## config.mk

```make
export PLATFORM = sky130hd
export DESIGN_NAME = irq_controller
export DESIGN_NICKNAME = d
export VERILOG_FILES = /design/src/rtl/irq_controller.sv
export SDC_FILE = /design/constraint.sdc
export NUM_CORES = 1
export LEC_CHECK = 0
export BUFFER_PORTS_ARGS = -buffer_cell sky130_fd_sc_hd__buf_2
export CELL_PAD_IN_SITES_DETAIL_PLACEMENT = 2
export CELL_PAD_IN_SITES_GLOBAL_PLACEMENT = 2
export CORE_MARGIN = 5
export CORE_UTILIZATION = 26
export DETAILED_ROUTE_END_ITERATION = 8
export HOLD_SLACK_MARGIN = 0.06
export PLACE_DENSITY_LB_ADDON = 0.1
export SKIP_CTS_REPAIR_TIMING = 1
export SLEW_MARGIN = 20
export SYNTH_ARGS = -nofsm -noshare
export SYNTH_HDL_FRONTEND = slang
export SYNTH_SLANG_ARGS = --single-unit
```

## constraint.sdc

```tcl
create_clock -name clk -period 1.4 [get_ports clk]
set_clock_uncertainty 0.05 [all_clocks]
set_input_delay 0.21 -clock clk [delete_from_list [all_inputs] [get_ports clk]]
set_output_delay 0.21 -clock clk [all_outputs]
set_load 0.05 [all_outputs]
```

## src/rtl/irq_controller.sv

```systemverilog
// Interrupt source: synchronizes and edge-detects irq lines, latches pending, fixed-priority select.
// Holds the handler vector and alert until the fetch ack, then masks further interrupts until reti.
module irq_controller #(
    parameter int          NUM_IRQ       = 8,
    parameter logic [31:0] VECTOR_BASE   = 32'h0000_0100,
    parameter int          VECTOR_STRIDE = 4,
    localparam int         IDW           = (NUM_IRQ > 1) ? $clog2(NUM_IRQ) : 1
) (
    input  logic               clk,
    input  logic               rst_n,
    input  logic [NUM_IRQ-1:0] irq_in,
    input  logic [NUM_IRQ-1:0] irq_enable,
    input  logic               global_enable,
    input  logic               interrupt,
    input  logic               reti,
    output logic               alert,
    output logic               interrupt_mask,
    output logic [31:0]        pci,
    output logic [IDW-1:0]     irq_id,
    output logic [NUM_IRQ-1:0] pending
);

    typedef enum logic [1:0] {
        IDLE    = 2'd0,
        REQ     = 2'd1,
        SERVICE = 2'd2
    } state_t;

    state_t             state_q;
    logic [NUM_IRQ-1:0] sync1_q, sync2_q, prev_q;
    logic [NUM_IRQ-1:0] pending_q, pending_d;
    logic [NUM_IRQ-1:0] edge_det, eligible, ack_clr;
    logic [IDW-1:0]     irq_id_q, sel_id;
    logic [31:0]        pci_q;
    logic               alert_q, mask_q, sel_vld, ack;

    always_ff @(posedge clk or negedge rst_n) begin
        if (!rst_n) begin
            sync1_q <= '0;
            sync2_q <= '0;
            prev_q  <= '0;
        end else begin
            sync1_q <= irq_in;
            sync2_q <= sync1_q;
            prev_q  <= sync2_q;
        end
    end

    assign edge_det = sync2_q & ~prev_q;
    assign eligible = global_enable ? (pending_q & irq_enable) : '0;
    assign ack      = (state_q == REQ) && interrupt;
    assign ack_clr  = ack ? (NUM_IRQ'(1) << irq_id_q) : '0;
    // A fresh edge on the acknowledged line overrides its clear.
    assign pending_d = (pending_q & ~ack_clr) | edge_det;

    always_comb begin
        sel_vld = 1'b0;
        sel_id  = '0;
        for (int i = NUM_IRQ - 1; i >= 0; i--) begin
            if (eligible[i]) begin
                sel_vld = 1'b1;
                sel_id  = IDW'(i);
            end
        end
    end

    always_ff @(posedge clk or negedge rst_n) begin
        if (!rst_n) pending_q <= '0;
        else        pending_q <= pending_d;
    end

    // irq_id and pci only change on entry to REQ, so fetch sees a stable vector.
    always_ff @(posedge clk or negedge rst_n) begin
        if (!rst_n) begin
            state_q  <= IDLE;
            alert_q  <= 1'b0;
            mask_q   <= 1'b0;
            irq_id_q <= '0;
            pci_q    <= VECTOR_BASE;
        end else begin
            case (state_q)
                IDLE: begin
                    if (sel_vld) begin
                        state_q  <= REQ;
                        alert_q  <= 1'b1;
                        irq_id_q <= sel_id;
                        pci_q    <= VECTOR_BASE + 32'(VECTOR_STRIDE) * 32'(sel_id);
                    end
                end
                REQ: begin
                    if (interrupt) begin
                        state_q <= SERVICE;
                        alert_q <= 1'b0;
                        mask_q  <= 1'b1;
                    end
                end
                SERVICE: begin
                    if (reti) begin
                        state_q <= IDLE;
                        mask_q  <= 1'b0;
                    end
                end
                default: begin
                    state_q <= IDLE;
                    alert_q <= 1'b0;
                    mask_q  <= 1'b0;
                end
            endcase
        end
    end

    assign alert          = alert_q;
    assign interrupt_mask = mask_q;
    assign pci            = pci_q;
    assign irq_id         = irq_id_q;
    assign pending        = pending_q;

endmodule

```

==> results by group <==
Synthesis
  • Syn Inst Count: 148
  • FFs w/ async S/R, synth: 100%
  • Area contributors post-synth: dfrtp_1 (60%), buf_4 (15%), nand2_1 (3.4%)
  • Top_reg_cell synth: dfrtp_1
  • Netlist Area Pre-Place: about 1600 sq um
  • Post-synth cell types: 26
  • Synth area leader: dfrtp_1
  • Yosys reg bits: 39
  • Syn Area/Cell: roughly 11 sq um
  • Most instantiated cells after synthesis: dfrtp_1 (39), buf_4 (32), nand2_1 (15), inv_1 (10), o21ai_0 (9)
  • Post-synth top area share: 59.7%
  • Register area share after synthesis: between 50% and 60%
  • Number of synthesized flops with an enable pin: 0
  • Most common cell in the netlist: dfrtp_1
  • Yosys Warn Count: 0

Hold path
  • Worst hold path class: in -> reg
  • HP Start: reti
  • Hold path endpoint: state_q[1]
  • Hold Path Stages: 2

Global routing
  • Vias in the first global route: between 1000 and 1500
  • GRT Resource Usage Total: between 10% and 20%
  • Pin count of the biggest net entering global routing: 40
  • First-pass GRT wire length: between 6000 and 7000 um
  • Global-route congestion overflow total: 0
  • Initial antenna violation count: 0

Routing
  • M1 wire length: 1560 um
  • Top Layer Used: met4
  • DRT iter0 DRCs: 30
  • Metal2 WL: between 2000 and 2500 um
  • Met3 routed WL: between 200 and 300 um
  • Avg WL per Cell: 14.6 um
  • Routed Antenna Nets: 0
  • Vias: roughly 1200
  • TritonRoute pass-1 iters: 3
  • Routed vias/inst: approximately 4.2
  • DR DRC count: 0
  • Post-Route WL: 4100 um

Worst setup path
  • Setup crit start kind: register
  • Flop-to-flop setup slack: 0.04 ns
  • Worst path cell trace: clkbuf_4
  • Buf/Inv on CP: 1
  • CP peak stage delay: 0.52 ns
  • Arrival time at the worst endpoint: around 1.1 ns
  • CP delay by family, top: flip-flops
  • CP Class: reg -> out
  • Crit path capture type: output pin
  • Launching point of the worst reg2reg path: pending[5]
  • CP max FO: 8
  • Crit path required time: approximately 1.1 ns
  • Reg2reg path depth: 4
  • R2r endpoint: irq_id[0]
  • CP max stage cell: dfrtp_1

Flow run
  • Number of max-cap violations: 0

CTS
  • Worst skew pair latency: 0.29 ns
  • Worst-path clk slew: ~0.08 ns
  • TritonCTS clock tree: done
  • Cts bufs inserted: 5
  • Buffer depth of the longest clock path: 2
  • H-Tree Depth: 2
  • Root Driver: clkbuf_8
  • # clock sinks: 39

Floorplan
  • DIE AREA: ~8000 sq um
  • Die width: 89.3 um
  • Placement row count: 28
  • I/O pin count: 66
  • Initial Util: a little over a quarter
  • Core box area: 6030 sq um
  • Die Ht: 89.3 um

STA
  • Final hold viol count: 0
  • Slew Viols, Final: 0
  • RSZ-0062 raised after global routing: yes
  • Tcrit/Tclk final: a little over nine tenths
  • Max Freq: about 730 MHz
  • Endpoints failing setup: 0
  • Fin crit period: about 1.4 ns

Place
  • Placed cell areas: between 1500 and 2000 sq um
  • Post-Place Cells: 264
  • Post-DP HPWL: 3260 um
  • GP Congestion: approximately 0.75
  • Buffers on Ports: 36

Finish
  • Antenna fix cells: 0
  • Final instance area: 2060 sq um
  • Nets: between 200 and 250
  • P&R area growth vs syn: 25.8%
  • Layout cell share with drive strength beyond 1: roughly 34%
  • Final Util: ~34%
  • Non-Filler Instances: approximately 280

Power and ir drop
  • Cell leakage power: approximately 0.98 nW
  • Total chip power: approximately 3.8 mW
  • Cell Pwr Density: 1860 nW/um^2
  • Worst IR Drop VDD: slightly above 0.7 mV

Status
  • Outcome: finished, final reports clean
## cells by family (layout without fill, tap and decap cells)
| group | count (synthesis) | in the layout | share of synthesized area (%) |
|---|---|---|---|
| buffers and inverters | 42 | 73 | 17.0 |
| flip-flops | 39 | 39 | 59.7 |
| AO/OA/AOI/OAI | 36 | 36 | 14.1 |
| AND/OR/NAND/NOR | 28 | 28 | 8.04 |
| other | 2 | 29 | 0.460 |
| multiplexers | 1 | 1 | 0.689 |
## cells in the final DEF (no fill, tap or decap)
cell	instances
a21o_1	1
a21oi_1	7
a22o_1	1
a22oi_1	1
a22oi_2	2
a311oi_1	1
a31oi_1	2
and2_1	1
buf_12	1
buf_2	34
buf_4	9
clkbuf_4	2
clkbuf_8	5
clkinv_2	1
clkinvlp_4	2
conb_1	29
dfrtp_1	29
dfrtp_2	10
dlygate4sd3_1	9
inv_1	10
mux2_1	1
nand2_1	15
nand2b_1	4
nand3_1	2
nand3b_1	1
nand4_1	1
nor2_1	2
nor2_2	1
o211ai_2	1
o21ai_0	8
o21ai_1	9
o31ai_1	2
o31ai_2	1
or2_4	1
## power by group
group | switching [mW] | leakage [nW] | internal [mW] | total [mW]
sequential | 0.178 | 0.432 | 1.32 | 1.50
clock | 0.400 | 0.0402 | 0.346 | 0.747
combinational | 1.14 | 0.506 | 0.444 | 1.58
## sequential cells by signal, indices dropped and copies added, names as in the netlist
name and cells:
prev_q 8, sync1_q 8, irq_id 3, pending 8, sync2_q 8, state_q 2, interrupt_mask 1, alert 1
## layer usage
metal  global-route usage (%)  up-vias
met5                        0        -
met4                     3.25        0
met3                     2.58        4
met2                     19.4       38
met1                     11.8      588
li1                         -      540
## layout make-up
cell class	instances	area, sq um
fill	675	3970
sequential	39	988
multi-input combinational	94	484
timing repair buffer	55	363
tap	75	93.8
clock buffer	5	68.8
inverter	10	37.5
clock inverter	3	20.0
## metrics by stage
step | TNS [ns] | setup slack (ns) | hold slack (ns)
CTS | -0.233 | -0.0841 | -0.174
global placement | 0 | 0.0483 | 0.144
finish | 0 | 0.0287 | 0.0965
global route | -0.0988 | -0.0536 | 0.119
detailed placement | 0 | 0.0222 | 0.146
floorplan | -0.0629 | -0.0629 | -0.136
## worst max-delay path by stage
stage / startpoint / endpoint / slack (ns) / cells past startpoint
detailed placement: pending[5] / irq_id[0] / 0.02 / 4
CTS: irq_id[1] / irq_id[1] / -0.08 / 1
global route: pending[1] / irq_id[0] / -0.05 / 4
finish: irq_id[0] / pci[2] / 0.03 / 1
global placement: pending[5] / irq_id[0] / 0.05 / 4
floorplan: pending[1] / irq_id[0] / -0.06 / 4
(Power assumes the default switching activity.)
